[src/rtl/alu_pkg.sv]
// Shared ALU-control op codes and FSM state type for the multicycle ALU.
// The ALU control decoder imports the same codes.
package alu_pkg;

  localparam logic [2:0] ALU_AND = 3'b000;
  localparam logic [2:0] ALU_OR  = 3'b001;
  localparam logic [2:0] ALU_ADD = 3'b010;
  localparam logic [2:0] ALU_MUL = 3'b011;
  localparam logic [2:0] ALU_NOR = 3'b100;
  localparam logic [2:0] ALU_SUB = 3'b110;
  localparam logic [2:0] ALU_SLT = 3'b111;

  typedef enum logic {IDLE, MUL} state_t;

endpackage

[src/rtl/multicycle_alu_if.sv]
// Request/response bundle between the ALU controller and the multicycle ALU.
interface multicycle_alu_if #(
  parameter int unsigned WIDTH = 32
);

  logic             start;
  logic [2:0]       gin;
  logic [WIDTH-1:0] a;
  logic [WIDTH-1:0] b;
  logic [WIDTH-1:0] result;
  logic             zero;
  logic             busy;
  logic             done;

  modport master (
    output start, gin, a, b,
    input  result, zero, busy, done
  );

  modport slave (
    input  start, gin, a, b,
    output result, zero, busy, done
  );

endinterface

[src/rtl/mul_seq.sv]
// Iterative shift-add multiplier: one partial-product step per cycle, WIDTH steps.
// product is the accumulator value after the current step; last flags the final step.
module mul_seq #(
  parameter int unsigned WIDTH = 32
) (
  input  logic             clk,
  input  logic             reset,
  input  logic             load,
  input  logic             step,
  input  logic [WIDTH-1:0] a,
  input  logic [WIDTH-1:0] b,
  output logic [WIDTH-1:0] product,
  output logic             last
);

  localparam int unsigned CntW = $clog2(WIDTH + 1);

  logic [WIDTH-1:0] acc_q;
  logic [WIDTH-1:0] mcand_q;
  logic [WIDTH-1:0] mplier_q;
  logic [CntW-1:0]  count_q;

  always_comb begin
    product = acc_q + (mplier_q[0] ? mcand_q : '0);
    last    = (count_q == CntW'(1));
  end

  always_ff @(posedge clk) begin
    if (reset) begin
      acc_q    <= '0;
      mcand_q  <= '0;
      mplier_q <= '0;
      count_q  <= '0;
    end else if (load) begin
      acc_q    <= '0;
      mcand_q  <= a;
      mplier_q <= b;
      count_q  <= CntW'(WIDTH);
    end else if (step) begin
      acc_q    <= product;
      mcand_q  <= mcand_q << 1;
      mplier_q <= mplier_q >> 1;
      count_q  <= count_q - CntW'(1);
    end
  end

endmodule

[src/rtl/multicycle_alu.sv]
// ALU with single-cycle logic/arith ops and a WIDTH-cycle iterative multiply.
// Holds the IDLE/MUL FSM, the single-cycle datapath and the result registers.
module multicycle_alu
  import alu_pkg::*;
#(
  parameter int unsigned WIDTH = 32
) (
  input  logic              clk,
  input  logic              reset,
  multicycle_alu_if.slave   bus
);

  state_t           state_q, state_d;
  logic [WIDTH-1:0] result_q, result_d;
  logic             zero_q, zero_d;
  logic             done_q, done_d;
  logic [WIDTH-1:0] alu_out;
  logic [WIDTH-1:0] mul_product;
  logic             mul_last;
  logic             mul_load;
  logic             mul_step;

  // Op 101 and the mul code fall to default: 101 completes here with a zero result.
  always_comb begin
    alu_out = '0;
    case (bus.gin)
      ALU_AND: alu_out = bus.a & bus.b;
      ALU_OR:  alu_out = bus.a | bus.b;
      ALU_ADD: alu_out = bus.a + bus.b;
      ALU_SUB: alu_out = bus.a - bus.b;
      ALU_SLT: alu_out = {{(WIDTH - 1){1'b0}}, $signed(bus.a) < $signed(bus.b)};
      ALU_NOR: alu_out = ~(bus.a | bus.b);
      default: alu_out = '0;
    endcase
  end

  mul_seq #(
    .WIDTH(WIDTH)
  ) u_mul_seq (
    .clk     (clk),
    .reset   (reset),
    .load    (mul_load),
    .step    (mul_step),
    .a       (bus.a),
    .b       (bus.b),
    .product (mul_product),
    .last    (mul_last)
  );

  always_comb begin
    state_d  = state_q;
    result_d = result_q;
    zero_d   = zero_q;
    done_d   = 1'b0;
    mul_load = 1'b0;
    mul_step = 1'b0;
    unique case (state_q)
      IDLE: begin
        if (bus.start) begin
          if (bus.gin == ALU_MUL) begin
            mul_load = 1'b1;
            state_d  = MUL;
          end else begin
            result_d = alu_out;
            zero_d   = (alu_out == '0);
            done_d   = 1'b1;
          end
        end
      end
      MUL: begin
        mul_step = 1'b1;
        // Final step retires straight into the result register.
        if (mul_last) begin
          result_d = mul_product;
          zero_d   = (mul_product == '0);
          done_d   = 1'b1;
          state_d  = IDLE;
        end
      end
      default: state_d = IDLE;
    endcase
  end

  always_ff @(posedge clk) begin
    if (reset) begin
      state_q  <= IDLE;
      result_q <= '0;
      zero_q   <= 1'b1;
      done_q   <= 1'b0;
    end else begin
      state_q  <= state_d;
      result_q <= result_d;
      zero_q   <= zero_d;
      done_q   <= done_d;
    end
  end

  assign bus.result = result_q;
  assign bus.zero   = zero_q;
  assign bus.done   = done_q;
  assign bus.busy   = (state_q == MUL);

endmodule
[src/flat_wrapper.sv]
// flat-port wrapper written by rule: the top's interface ports become plain ports
module multicycle_alu_flat import alu_pkg::*;
#(
  parameter int unsigned WIDTH = 32
)
  (clk, reset, bus_start, bus_gin, bus_a, bus_b, bus_result, bus_zero, bus_busy, bus_done);
  multicycle_alu_if #(.WIDTH(WIDTH)) bus_i ();
  input  logic clk;
  input  logic reset;
  input wire logic [$bits(bus_i.start)-1:0] bus_start;
  input wire logic [$bits(bus_i.gin)-1:0] bus_gin;
  input wire logic [$bits(bus_i.a)-1:0] bus_a;
  input wire logic [$bits(bus_i.b)-1:0] bus_b;
  output wire logic [$bits(bus_i.result)-1:0] bus_result;
  output wire logic [$bits(bus_i.zero)-1:0] bus_zero;
  output wire logic [$bits(bus_i.busy)-1:0] bus_busy;
  output wire logic [$bits(bus_i.done)-1:0] bus_done;
  assign bus_i.start = bus_start;
  assign bus_i.gin = bus_gin;
  assign bus_i.a = bus_a;
  assign bus_i.b = bus_b;
  assign bus_result = bus_i.result;
  assign bus_zero = bus_i.zero;
  assign bus_busy = bus_i.busy;
  assign bus_done = bus_i.done;
  multicycle_alu #(.WIDTH(WIDTH)) u_core (.clk(clk), .reset(reset), .bus(bus_i));
endmodule
[config.mk]
export PLATFORM = sky130hd
export DESIGN_NAME = multicycle_alu_flat
export DESIGN_NICKNAME = d
export VERILOG_FILES = /design/src/rtl/alu_pkg.sv /design/src/rtl/multicycle_alu_if.sv /design/src/rtl/mul_seq.sv /design/src/rtl/multicycle_alu.sv /design/src/flat_wrapper.sv
export SDC_FILE = /design/constraint.sdc
export NUM_CORES = 1
export LEC_CHECK = 0
export ABC_AREA = 1
export BUFFER_PORTS_ARGS = -buffer_cell sky130_fd_sc_hd__buf_2
export CAP_MARGIN = 10
export CELL_PAD_IN_SITES_DETAIL_PLACEMENT = 1
export CELL_PAD_IN_SITES_GLOBAL_PLACEMENT = 1
export CORE_ASPECT_RATIO = 0.5
export CORE_MARGIN = 10
export CORE_UTILIZATION = 43
export DETAILED_ROUTE_END_ITERATION = 10
export PLACE_DENSITY_LB_ADDON = 0.12
export SLEW_MARGIN = 20
export SYNTH_ARGS = -nofsm -noshare
export SYNTH_HDL_FRONTEND = slang
export SYNTH_SLANG_ARGS = --single-unit
[constraint.sdc]
create_clock -name clk -period 3.65 [get_ports clk]
set_clock_uncertainty 0.15 [all_clocks]
set_input_delay 0.1825 -clock clk [delete_from_list [all_inputs] [get_ports clk]]
set_output_delay 0.1825 -clock clk [all_outputs]
set_load 0.03 [all_outputs]
==> impl_metrics.ini, run 1 <==
[worst_setup_path]
crit_buf_inv = 4
crit_path_frequent_cell = nand2_1
cp_max_fo = 9
reg2reg_depth = 11
crit_cells = 17
critPathRequiredTime_ps = 3840
crit_chain = dlygate4sd3_1 -> buf_2 -> inv_1 -> ha_1 -> nand2_1 -> nor2_1 -> and2_1 -> and2_1 -> nand2_1 -> nand2_1 -> nand2_1 -> nand3_1 -> nand3_1 -> a21oi_1 -> nand2_1 -> o211ai_1 -> inv_1
slowest_delay_ps = 610
start_kind = primary input
cp_top_family = simple AND/OR/NAND/NOR gates
critical_path_arrival_ps = 3700
critPathCaptureType = flip-flop
slowest_stage = ha_1
crit_type = primary input to flip-flop

[power_and_ir_drop]
p_leak_nw = 9.301
pwr_density_cell_mw_per_mm2 = 313.0
max-vdd-ir-drop_uv = 210.6
pwr-share-seq = 0.307
power.share.switching = 0.4007
combPwrFrac = 0.316
power.internal_mw = 3.114
clock_power_share = 0.377
switching_power_mw = 2.083

[floorplanning]
initial_core_util = 0.4408
die_h_um = 151.0
ios = 105
fp.dieW_um = 281.9
die_area_mm2 = 0.04256
rows = 47
core-area_mm2 = 0.03346

[clocking]
clock_path_buffers = 2
htreeDepth = 4
cts_tree = yes
clk_latency_ps = 450
root_buffer = clkbuf_16
cts_sinks = 137
clk_pin_slew_worst_paths_ps = 70
cts-buffers-inserted = 17

[finish]
multi_input_area_mm2 = 0.009751
fill_cells = 4879
regArea_mm2 = 0.002745
final_nets = 2939
drive_gt1_frac = 0.07779
syn_to_final_growth_pct = 12.57

[synth]
seq_area_frac_synth = 0.1859
avgSynthCellArea_um2 = 5.606
yosys-top-cells-area = nand2_1 (20%), dfxtp_1 (19%), inv_1 (13%)
synth_area_mm2 = 0.01475
ys_warn_count = 0
synthFlopType = dfxtp_1
synth_most_common_cell = nand2_1
synth_top_area_frac = 0.2005
synthTopCellsByCount = nand2_1 (788), inv_1 (499), nor2_1 (281)
async_reset_ff_frac = 0
yosysUniqueCellTypes = 41
yosysTopAreaCell = nand2_1
synth_seq_cells = 137
syn_nets = 2845
synth_edf_count = 0
synth_cells = 2631

[global_routing]
grt_max_degree = 69
met1_usage = 0.4675
overflow = 0
use_met3 = 0.08569
busiest_layer = met2
grt_use_total = 0.3290
grt_pass1_wl_um = 105800
antenna_found_initial = 2
grt_pass1_vias = 17370
grt_use_met2 = 0.4814

[timing]
period_needed_ps = 3502
setup_viol = 0
postLayoutSetupSlackWorst_ps = 147.8
maxSlewHeadroom = 0.3987
fin_tns_setup_ps = 0
worst_slew_pin_slew_ps = 890.7
fmax_ghz = 0.2855
finalHoldWorstSlack_ps = 17.23
hold_viol = 0
slew_viol_final = 0
finalCritPeriodShare = 0.9595
grt_setup_unrepaired = false

[place]
post-place-ws_ps = 228.2
hpwl_um = 58460
port_buffers = 104
place.gp.congestion = 1.049

[drt]
routed_wl_um = 72100
vias = 18170
viasPerCell = 5.714
drtAntennaViolNets = 0
drc = 0
wl_per_cell_um = 22.67
drt_iter0_drc = 1873
first_pass_iters = 5

[min_path]
hp-class = primary input to flip-flop
hold_depth = 5

[run]
maxCapViolCount = 0

[outcome]
status = finished, final reports clean
==> layout make-up <==
class                      count  area share
antenna                        1   0.0001507
clock buffer                  18     0.02645
clock inverter                14     0.01100
inverter                     503      0.1139
multi-input combinational   1901      0.5872
sequential                   137      0.1653
tap                          441     0.03323
timing repair buffer         165     0.06277
==> worst register-to-register path: stages (launching register included) <==
cell,delay [ps]
dfxtp_1,340
inv_1,80
ha_1,150
nand2_1,50
nor4_1,590
nand2_1,150
nand2_2,430
inv_1,390
a21oi_1,640
nand2_1,120
o211ai_1,100
inv_1,60
==> cells by family (layout without fill, tap and decap cells) <==
group	after synthesis	count (layout)	share of synthesized area
xor+xnor	12	12	0.007125
buf+inv	593	700	0.1540
other cells	0	1	0
simple gates	1332	1332	0.3693
fa+ha+maj	144	144	0.1237
flops	137	137	0.1859
compound gates	413	413	0.1599
==> routing by layer <==
| layer | vias to the layer above | routed length, um |
|---|---|---|
| li1 | 8458 | - |
| met1 | 8872 | 33740 |
| met2 | 742 | 29170 |
| met3 | 99 | 7464 |
| met4 | 0 | 1726 |
| met5 | - | 0 |
==> worst paths after layout <==
| path | from | to | slack, ps |
|---|---|---|---|
| setup / recovery | bus_b[24] | u_core.bus.result[27] | 150 |
| hold / removal | bus_b[28] | u_core.u_mul_seq.mplier_q[28] | 20 |
| setup reg to reg | u_core.u_mul_seq.count_q[1] | u_core.bus.result[26] | 310 |
| hold reg to reg | u_core.u_mul_seq.acc_q[4] | u_core.u_mul_seq.acc_q[4] | 320 |
==> stage by stage <==
step	cells	power (mW)	util	cell area [um^2]
2_1_floorplan	2631	2.544	-	14750
3_3_place_gp	3133	3.147	0.4730	15830
3_5_place_dp	3133	3.174	0.4730	15830
4_1_cts	3179	5.116	0.4958	16590
5_1_grt	3180	5.369	0.4962	16600
6_report	3180	5.197	0.4962	16600
==> placed cells by master, fill, tap and decap left out, drive strengths merged, types with 5 or more instances in the layout <==
cell           n
o211ai         5
a21oi        144
dlygate4sd3   14
buf          151
nor3          16
nor2         288
o21bai         6
nand3        179
or2            7
nand2        789
o22ai         13
a221oi        23
a31oi         28
xnor2          8
and2           8
o221ai        28
inv          509
nand3b         8
ha           141
o21ai        158
dfxtp        137
nand4         35
clkbuf        18
==> timing repair <==
item / in CTS / in global routing
setup buffers: 0 / 0
resized for setup: 0 / 6
setup endpoints to repair: 0 / 4
hold buffers: 14 / 0
endpoints found under the hold margin: 14 / 0
==> power by group through the flow <==
stage          logic (mW)  clock network (mW)  registers, mW
2_1_floorplan       0.870                   0           1.67
3_5_place_dp         1.55                   0           1.62
3_3_place_gp         1.52                   0           1.62
4_1_cts              1.57                1.95           1.59
5_1_grt              1.76                2.01           1.60
6_report             1.64                1.96           1.59
==> sequential cells by signal (all words and copies together) (netlist names) <==
register                   flops
u_core.bus.done                1
u_core.u_mul_seq.count_q       6
u_core.bus.result             32
u_core.u_mul_seq.acc_q        32
u_core.u_mul_seq.mplier_q     32
u_core.bus.zero                1
u_core.bus.busy                1
u_core.u_mul_seq.mcand_q      32
(Power assumes the default switching activity.)
==> run 2: changes to the inputs <==
--- a/config.mk
+++ b/config.mk
@@ -14,6 +14,7 @@
 export CORE_MARGIN = 10
 export CORE_UTILIZATION = 43
 export DETAILED_ROUTE_END_ITERATION = 10
+export MAX_ROUTING_LAYER = met4
 export PLACE_DENSITY_LB_ADDON = 0.12
 export SLEW_MARGIN = 20
 export SYNTH_ARGS = -nofsm -noshare
==> constraint.sdc (replaced) <==
create_clock -name clk -period 3.65 [get_ports clk]
set_clock_uncertainty 0.15 [all_clocks]
set_input_delay 0.1825 -clock clk [delete_from_list [all_inputs] [get_ports clk]]
set_output_delay 0.1825 -clock clk [all_outputs]
set_load 0.02 [all_outputs]
==> impl_metrics.ini, run 2 (synthesis gave the netlist of run 1 again) <==
[timing]
worst_slew_pin_slew_ps = 1146
slew_viol_final = 0
finalCritPeriodShare = 0.9647
hold_viol = 0
fin_tns_setup_ps = 0
maxSlewHeadroom = 0.2282
period_needed_ps = 3521
fmax_ghz = 0.2840
setup_viol = 0

[worst_setup_path]
crit_path_frequent_cell = nand2_1
cp_max_fo = 7
startpoint = bus_b[22]
critPathRequiredTime_ps = 3900
critPathCaptureType = flip-flop
start_kind = primary input
critical_path_arrival_ps = 3770
cp_top_family = simple AND/OR/NAND/NOR gates
r2r_start = u_core.u_mul_seq.mplier_q[0]
slowest_stage = dlygate4sd3_1
slowest_delay_ps = 540
crit_buf_inv = 4
crit_type = primary input to flip-flop
crit_chain = dlygate4sd3_1 -> buf_2 -> inv_1 -> ha_1 -> inv_1 -> a21oi_1 -> nand2_1 -> nand2_1 -> nand2_1 -> a21oi_1 -> nand3_1 -> nand3_1 -> nand3_1 -> nor2_1 -> nand3_1 -> nor2_2 -> nand2_1 -> nand2_1 -> nand2_1 -> nand2_1

[clocking]
cts_tree = yes
clock_path_buffers = 2
clk_pin_slew_worst_paths_ps = 70
cts_sinks = 137
cts-buffers-inserted = 17
clk_latency_ps = 460
htreeDepth = 4
post-cts-setup-buffer-count = 0
root_buffer = clkbuf_16

[drt]
routed_wl_um = 71440
vias = 18070
viasPerCell = 5.674
first_pass_iters = 6
drc = 0
drtAntennaViolNets = 0
wl_per_cell_um = 22.43
drt_iter0_drc = 1985

[floorplanning]
core-area_mm2 = 0.03346
initial_core_util = 0.4408
die_h_um = 151.0
die_area_mm2 = 0.04256
fp.dieW_um = 281.9
ios = 105
rows = 47

[run]
maxCapViolCount = 0

[global_routing]
grt_pass1_wl_um = 105400
grt_use_total = 0.3366
grt_max_degree = 97
overflow = 0
grt_pass1_vias = 17310
antenna_found_initial = 3

[finish]
final_nets = 2943
drive_gt1_frac = 0.07698
final_common_cell = nand2_1
design_area_mm2 = 0.01662
syn_to_final_growth_pct = 12.69
layout_common_cells = nand2_1 (787), inv_1 (497), nor2_1 (278)

[outcome]
status = finished, final reports clean

[power_and_ir_drop]
total_power_mw = 5.143
pwr_density_cell_mw_per_mm2 = 309.4
p_leak_nw = 9.314
max-vdd-ir-drop_uv = 303.0

[place]
port_buffers = 104
place_area_mm2 = 0.01582
place.gp.congestion = 1.064
hpwl_um = 57150

[min_path]
hp-class = primary input to flip-flop
hp-start = bus_b[12]
run 2: changes by cell type in the layout (fill, tap and decap cells not counted), moves of 2 or more:
cell           delta
dlygate4sd3_1     +4
clkinv_4          +2
clkinvlp_4        -2
diode_2           +2
inv_6             -2
inv_8             +2
run 2: stage by stage:
step	std cells	setup slack, ps	hold WS [ps]	util
3_5_place_dp	3133	258.8	312.8	0.4726
5_1_grt	3185	-8.767	36.16	0.4968
2_1_floorplan	2631	666.5	101.6	-
4_1_cts	3182	230.0	0.7906	0.4962
3_3_place_gp	3133	260.1	307.8	0.4726
6_report	3185	128.8	11.34	0.4968
run 2: area by class of cell:
class,count,area [um^2]
Clock buffer,19,452.9
Antenna cell,3,7.507
Inverter,503,1891
Timing Repair Buffer,169,1070
Sequential cell,137,2744
Clock inverter,12,155.1
Tap cell,441,551.8
Fill cell,4823,16840
Multi-Input combinational cell,1901,9751
run 2: layer usage:
| layer | track usage | share of wire | vias up |
|---|---|---|---|
| li1 | - | - | 8459 |
| met1 | 0.4653 | 0.47 | 8812 |
| met2 | 0.4923 | 0.41 | 732 |
| met3 | 0.07862 | 0.10 | 68 |
| met4 | 0.06544 | 0.016 | 0 |
| met5 | - | 0 | - |
run 2: report_power, final:
part           switching [mW]  leakage [nW]  internal, mW
clock network           0.864         0.300          1.07
logic                    1.17          7.90         0.454
registers              0.0447          1.11          1.55
total                    2.07          9.31          3.07
run 2: worst min-delay path: cells and delay by family:
family	cells	cell delay, ps
buf+inv	3	230
simple gates	1	100
compound gates	1	80
run 2: path summary, 6_finish.rpt:
kind,end,depth (start not counted),slack (ps)
setup / recovery,u_core.bus.zero,20,130
setup reg to reg,u_core.bus.zero,18,290
hold / removal,u_core.u_mul_seq.mplier_q[12],5,10
hold reg to reg,u_core.u_mul_seq.acc_q[4],2,320
run 2: what timing repair did:
item	4_1_cts	5_1_grt
endpoints found under the setup margin	0	2
gates resized for setup	0	4
hold endpoints to repair	18	0
hold buffers	18	0
==> run 3: changes to the inputs <==
--- a/config.mk
+++ b/config.mk
@@ -5,18 +5,16 @@
 export SDC_FILE = /design/constraint.sdc
 export NUM_CORES = 1
 export LEC_CHECK = 0
-export ABC_AREA = 1
 export BUFFER_PORTS_ARGS = -buffer_cell sky130_fd_sc_hd__buf_2
 export CAP_MARGIN = 10
 export CELL_PAD_IN_SITES_DETAIL_PLACEMENT = 1
 export CELL_PAD_IN_SITES_GLOBAL_PLACEMENT = 1
 export CORE_ASPECT_RATIO = 0.5
 export CORE_MARGIN = 10
-export CORE_UTILIZATION = 43
+export CORE_UTILIZATION = 45
 export DETAILED_ROUTE_END_ITERATION = 10
 export MAX_ROUTING_LAYER = met4
 export PLACE_DENSITY_LB_ADDON = 0.12
-export SLEW_MARGIN = 20
 export SYNTH_ARGS = -nofsm -noshare
 export SYNTH_HDL_FRONTEND = slang
 export SYNTH_SLANG_ARGS = --single-unit
==> constraint.sdc (replaced) <==
create_clock -name clk -period 3.65 [get_ports clk]
set_clock_uncertainty 0.15 [all_clocks]
set_input_delay 0.365 -clock clk [delete_from_list [all_inputs] [get_ports clk]]
set_output_delay 0.365 -clock clk [all_outputs]
set_load 0.02 [all_outputs]
==> impl_metrics.ini, run 3 <==
[synth]
yosys-top-cells-area = dfxtp_1 (21%), ha_1 (13%), a21oi_1 (11%)
syn_nets = 2085
async_reset_ff_frac = 0
synth_seq_cells = 137
synth_area_mm2 = 0.01320
synth-compound-area-share = 0.3055
ys_warn_count = 0
synth_top_area_frac = 0.2078
synth_fa_ha_area_frac = 0.1382
synthMuxAreaShare = 0.01223
yosys.area_share.xor_xnor = 0.02389
avgSynthCellArea_um2 = 7.054
yosysUniqueCellTypes = 91
seq_area_frac_synth = 0.2078
yosysTopAreaCell = dfxtp_1
synth_cells = 1871
synthTopCellsByCount = a21oi_1 (280), nor2_1 (207), nand2_1 (192)
synthFlopType = dfxtp_1
synth_edf_count = 0
synth_top_family_by_area = compound AO/OA/AOI/OAI gates
synth_most_common_cell = a21oi_1
synthSimpleGateAreaFrac = 0.2452

[place]
port_buffers = 104
place.gp.congestion = 1.025
hpwl_um = 52990
dpl.cell_count = 2652

[clocking]
htreeDepth = 4
cts-buffers-inserted = 17
cts_sinks = 137
clock_path_buffers = 2
root_buffer = clkbuf_16

[floorplanning]
initial_core_util = 0.4558
ios = 105
fp.dieW_um = 262.2
rows = 44
die_h_um = 141.1

[timing]
endpoint_type = register input
grt-worst-endpoint = u_core.bus.zero$_SDFFE_PP1P_/D

[global_routing]
grt_max_degree = 103
overflow = 100
grt_use_total = 0.7418
antenna_found_initial = 14

[outcome]
status = stopped before the end
first-error = [ERROR GRT-0232] Routing congestion too high. Check the congestion heatmap in the GUI.
stop_stage = 5_1_grt
-- run 3: cell types whose count changed after synthesis, moves of 22 or more --
cell	before	now
nand2_1	788	192
and2_1	8	42
a21o_1	4	29
inv_1	499	100
clkbuf_1	54	99
a21oi_1	144	280
nor3_1	16	47
o211ai_1	5	29
a211oi_1	0	22
nand3_1	178	91
nor2_1	281	207
o21ai_0	156	65
-- run 3: cell families after synthesis --
family | after synthesis
mux | 16
flops | 137
buf+inv | 229
fa+ha+maj | 144
simple gates | 693
compound gates | 616
xor+xnor | 36
-- run 3: routing by layer --
layer / overflow / global-route usage
met1: 3 / 0.7337
met2: 55 / 0.8408
met4: 40 / 0.6675
met5: - / -
met3: 2 / 0.6714
-- run 3: stage by stage --
| step | worst slack, ps | instance area, um^2 | hold WS [ps] | utilization | setup TNS (ps) |
|---|---|---|---|---|---|
| after CTS | -511.1 | 18020 | 181.3 | 0.6223 | -1436 |
| after detailed placement | -903.0 | 16900 | 301.3 | 0.5837 | -9265 |
| after global placement | -737.9 | 16900 | 287.8 | 0.5837 | -4459 |
| after floorplan | -153.2 | 13220 | 283.4 | - | -153.2 |
-- run 3: timing repair --
action,4_1_cts
pin swaps,32
gates resized for setup,92
hold buffers,0
setup endpoints to repair,32
buffers inserted,19
==> run 4: changes to the inputs <==
--- a/config.mk
+++ b/config.mk
@@ -7,14 +7,10 @@
 export LEC_CHECK = 0
 export BUFFER_PORTS_ARGS = -buffer_cell sky130_fd_sc_hd__buf_2
 export CAP_MARGIN = 10
-export CELL_PAD_IN_SITES_DETAIL_PLACEMENT = 1
-export CELL_PAD_IN_SITES_GLOBAL_PLACEMENT = 1
-export CORE_ASPECT_RATIO = 0.5
 export CORE_MARGIN = 10
-export CORE_UTILIZATION = 45
+export CORE_UTILIZATION = 40
 export DETAILED_ROUTE_END_ITERATION = 10
-export MAX_ROUTING_LAYER = met4
-export PLACE_DENSITY_LB_ADDON = 0.12
+export PLACE_DENSITY_LB_ADDON = 0.15
 export SYNTH_ARGS = -nofsm -noshare
 export SYNTH_HDL_FRONTEND = slang
 export SYNTH_SLANG_ARGS = --single-unit
==> impl_metrics.ini, run 4 <==
[outcome]
status = finished with violations
failed_checks = setup timing

[drt]
drc = 0
dr_wl_met2_um = 27080
vias = 15990
drtAntennaViolNets = 0
top_layer = met4
wl_per_cell_um = 21.65
routed_wl_um = 60930
drt_iter0_drc = 1414
viasPerCell = 5.683
wl_met1_um = 28520
first_pass_iters = 8
wl_met3_um = 3978

[worst_setup_path]
crit_type = flip-flop to flip-flop
cp_top_family = simple AND/OR/NAND/NOR gates
slowest_delay_ps = 380
critical_path_arrival_ps = 4500
critPathCaptureType = flip-flop
reg2reg_setup_slack_ps = -610
crit_buf_inv = 7
crit_chain = and2_4 -> ha_4 -> inv_2 -> fa_2 -> nor2b_4 -> o2111ai_4 -> a211oi_4 -> buf_4 -> buf_6 -> buf_6 -> o311ai_4 -> buf_6 -> a211oi_4 -> buf_6 -> nor2_4 -> xnor2_4 -> nor4b_4 -> buf_4 -> nand4_1 -> nor4_2 -> nand4_1 -> o211ai_2
slowest_stage = fa_2
crit_path_frequent_cell = buf_6
critPathRequiredTime_ps = 3890
cp_max_fo = 4
start_kind = flip-flop

[floorplanning]
fp.dieW_um = 201.7
ios = 105
die_h_um = 201.7
die_area_mm2 = 0.04066
rows = 66
core-area_mm2 = 0.03254
initial_core_util = 0.4057

[synth]
synth_area_mm2 = 0.01320
synthSimpleGateAreaFrac = 0.2452
synth_edf_count = 0
synth_cells = 1871
synthFlopType = dfxtp_1
yosysUniqueCellTypes = 91
synthMuxAreaShare = 0.01223
yosys-top-cells-area = dfxtp_1 (21%), ha_1 (13%), a21oi_1 (11%)
synth_seq_cells = 137
ys_warn_count = 0
yosysTopAreaCell = dfxtp_1
synth_top_area_frac = 0.2078
avgSynthCellArea_um2 = 7.054
synth_top_family_by_area = compound AO/OA/AOI/OAI gates
yosys.area_share.xor_xnor = 0.02389
synth_most_common_cell = a21oi_1
async_reset_ff_frac = 0
synth_fa_ha_area_frac = 0.1382
seq_area_frac_synth = 0.2078
synthTopCellsByCount = a21oi_1 (280), nor2_1 (207), nand2_1 (192)
syn_nets = 2085
synth-compound-area-share = 0.3055

[finish]
drive_gt1_frac = 0.3347
syn_to_final_growth_pct = 44.11
final_common_cell = buf_4
layout_common_cells = buf_4 (452), a21oi_1 (269), nor2_1 (199)
final_nets = 2573
regArea_mm2 = 0.002748
fill_cells = 3185
multi_input_area_mm2 = 0.01036
final_util = 0.5846
final_cells = 2814
diodes = 0

[place]
dpl.cell_count = 2756
port_buffers = 104
hpwl_um = 47910
place.gp.congestion = 1.015

[global_routing]
grt_pass1_vias = 15190
grt_max_degree = 180
antenna_found_initial = 0
grt_use_total = 0.2859
overflow = 0
grt_pass1_wl_um = 91470

[power_and_ir_drop]
p_leak_nw = 8.624
max-vdd-ir-drop_uv = 359.1
pwr_density_cell_mw_per_mm2 = 278.0
total_power_mw = 5.288

[timing]
setup_viol = 15
grt_setup_unrepaired = true
maxSlewHeadroom = 0.3111
period_needed_ps = 4256
hold_viol = 0
postLayoutSetupSlackWorst_ps = -606.2
fmax_ghz = 0.2350
worst_slew_pin_slew_ps = 1007
finalCritPeriodShare = 1.166
slew_viol_final = 0

[clocking]
cts_sinks = 137
clock_path_buffers = 2
ctsHoldBuffers = 0
cts-buffers-inserted = 17
clk_latency_ps = 460
clk_pin_slew_worst_paths_ps = 70
cts_tree = yes
root_buffer = clkbuf_16
htreeDepth = 4

[min_path]
hp-class = primary input to flip-flop

[run]
maxCapViolCount = 0
## run 4: cell counts after synthesis
No cell type changed its count.
## run 4: cells by family (layout without fill, tap and decap cells)
family / Yosys count / in the layout
XOR/XNOR: 36 / 36
AO/OA/AOI/OAI: 616 / 616
AND/OR/NAND/NOR: 693 / 693
multiplexers: 16 / 16
adder cells (fa/ha/maj): 144 / 144
buffers and inverters: 229 / 730
flip-flops: 137 / 137
## run 4: power breakdown
| group | internal (mW) | switching, mW |
|---|---|---|
| Sequential | 1.55 | 0.0399 |
| Clock | 0.903 | 0.830 |
| Combinational | 0.846 | 1.12 |
| Total | 3.30 | 1.99 |
## run 4: worst min-delay path, delay by kind of cell
| kind | cells | cell delay, ps |
|---|---|---|
| compound gates | 2 | 160 |
| buf+inv | 1 | 120 |
| simple gates | 2 | 100 |
## run 4: layout make-up
| cell class | count | share of cell area |
|---|---|---|
| multi-input combinational | 1505 | 0.5445 |
| timing repair buffer | 596 | 0.2327 |
| sequential | 137 | 0.1445 |
| tap | 442 | 0.02908 |
| clock buffer | 18 | 0.02309 |
| inverter | 102 | 0.02013 |
| clock inverter | 14 | 0.005986 |
## run 4: per-stage QoR
step	hold slack [ps]	instance area, um^2	TNS, ps	setup slack [ps]
3_5_place_dp	291.4	17380	-7520	-1031
3_3_place_gp	285.6	17380	-6915	-992.2
5_1_grt	247.0	19020	-5325	-793.6
4_1_cts	191.6	18290	-2087	-694.2
6_report	199.4	19020	-3027	-606.2
2_1_floorplan	283.4	13220	-153.2	-153.2
## run 4: path summary, 6_finish.rpt
path / from / endpoint / depth (start not counted)
worst min register to register: u_core.bus.result[31] / u_core.bus.result[31] / 2
worst min-delay path: bus_b[25] / u_core.u_mul_seq.mplier_q[25] / 5
worst max-delay path: u_core.u_mul_seq.mplier_q[0] / u_core.bus.zero / 22
worst max register to register: u_core.u_mul_seq.mplier_q[0] / u_core.bus.zero / 22
## run 4: per-layer routing
| metal | vias to the layer above | track usage |
|---|---|---|
| met5 | - | 0 |
| met4 | 0 | 0.07221 |
| met3 | 79 | 0.04386 |
| met2 | 544 | 0.4441 |
| met1 | 7684 | 0.4025 |
| li1 | 7685 | - |
## run 4: timing repair
action / CTS / global route
buffers inserted: 10 / 27
setup endpoints to repair: 21 / 25
gates resized for setup: 61 / 122
pin swaps: 30 / 61
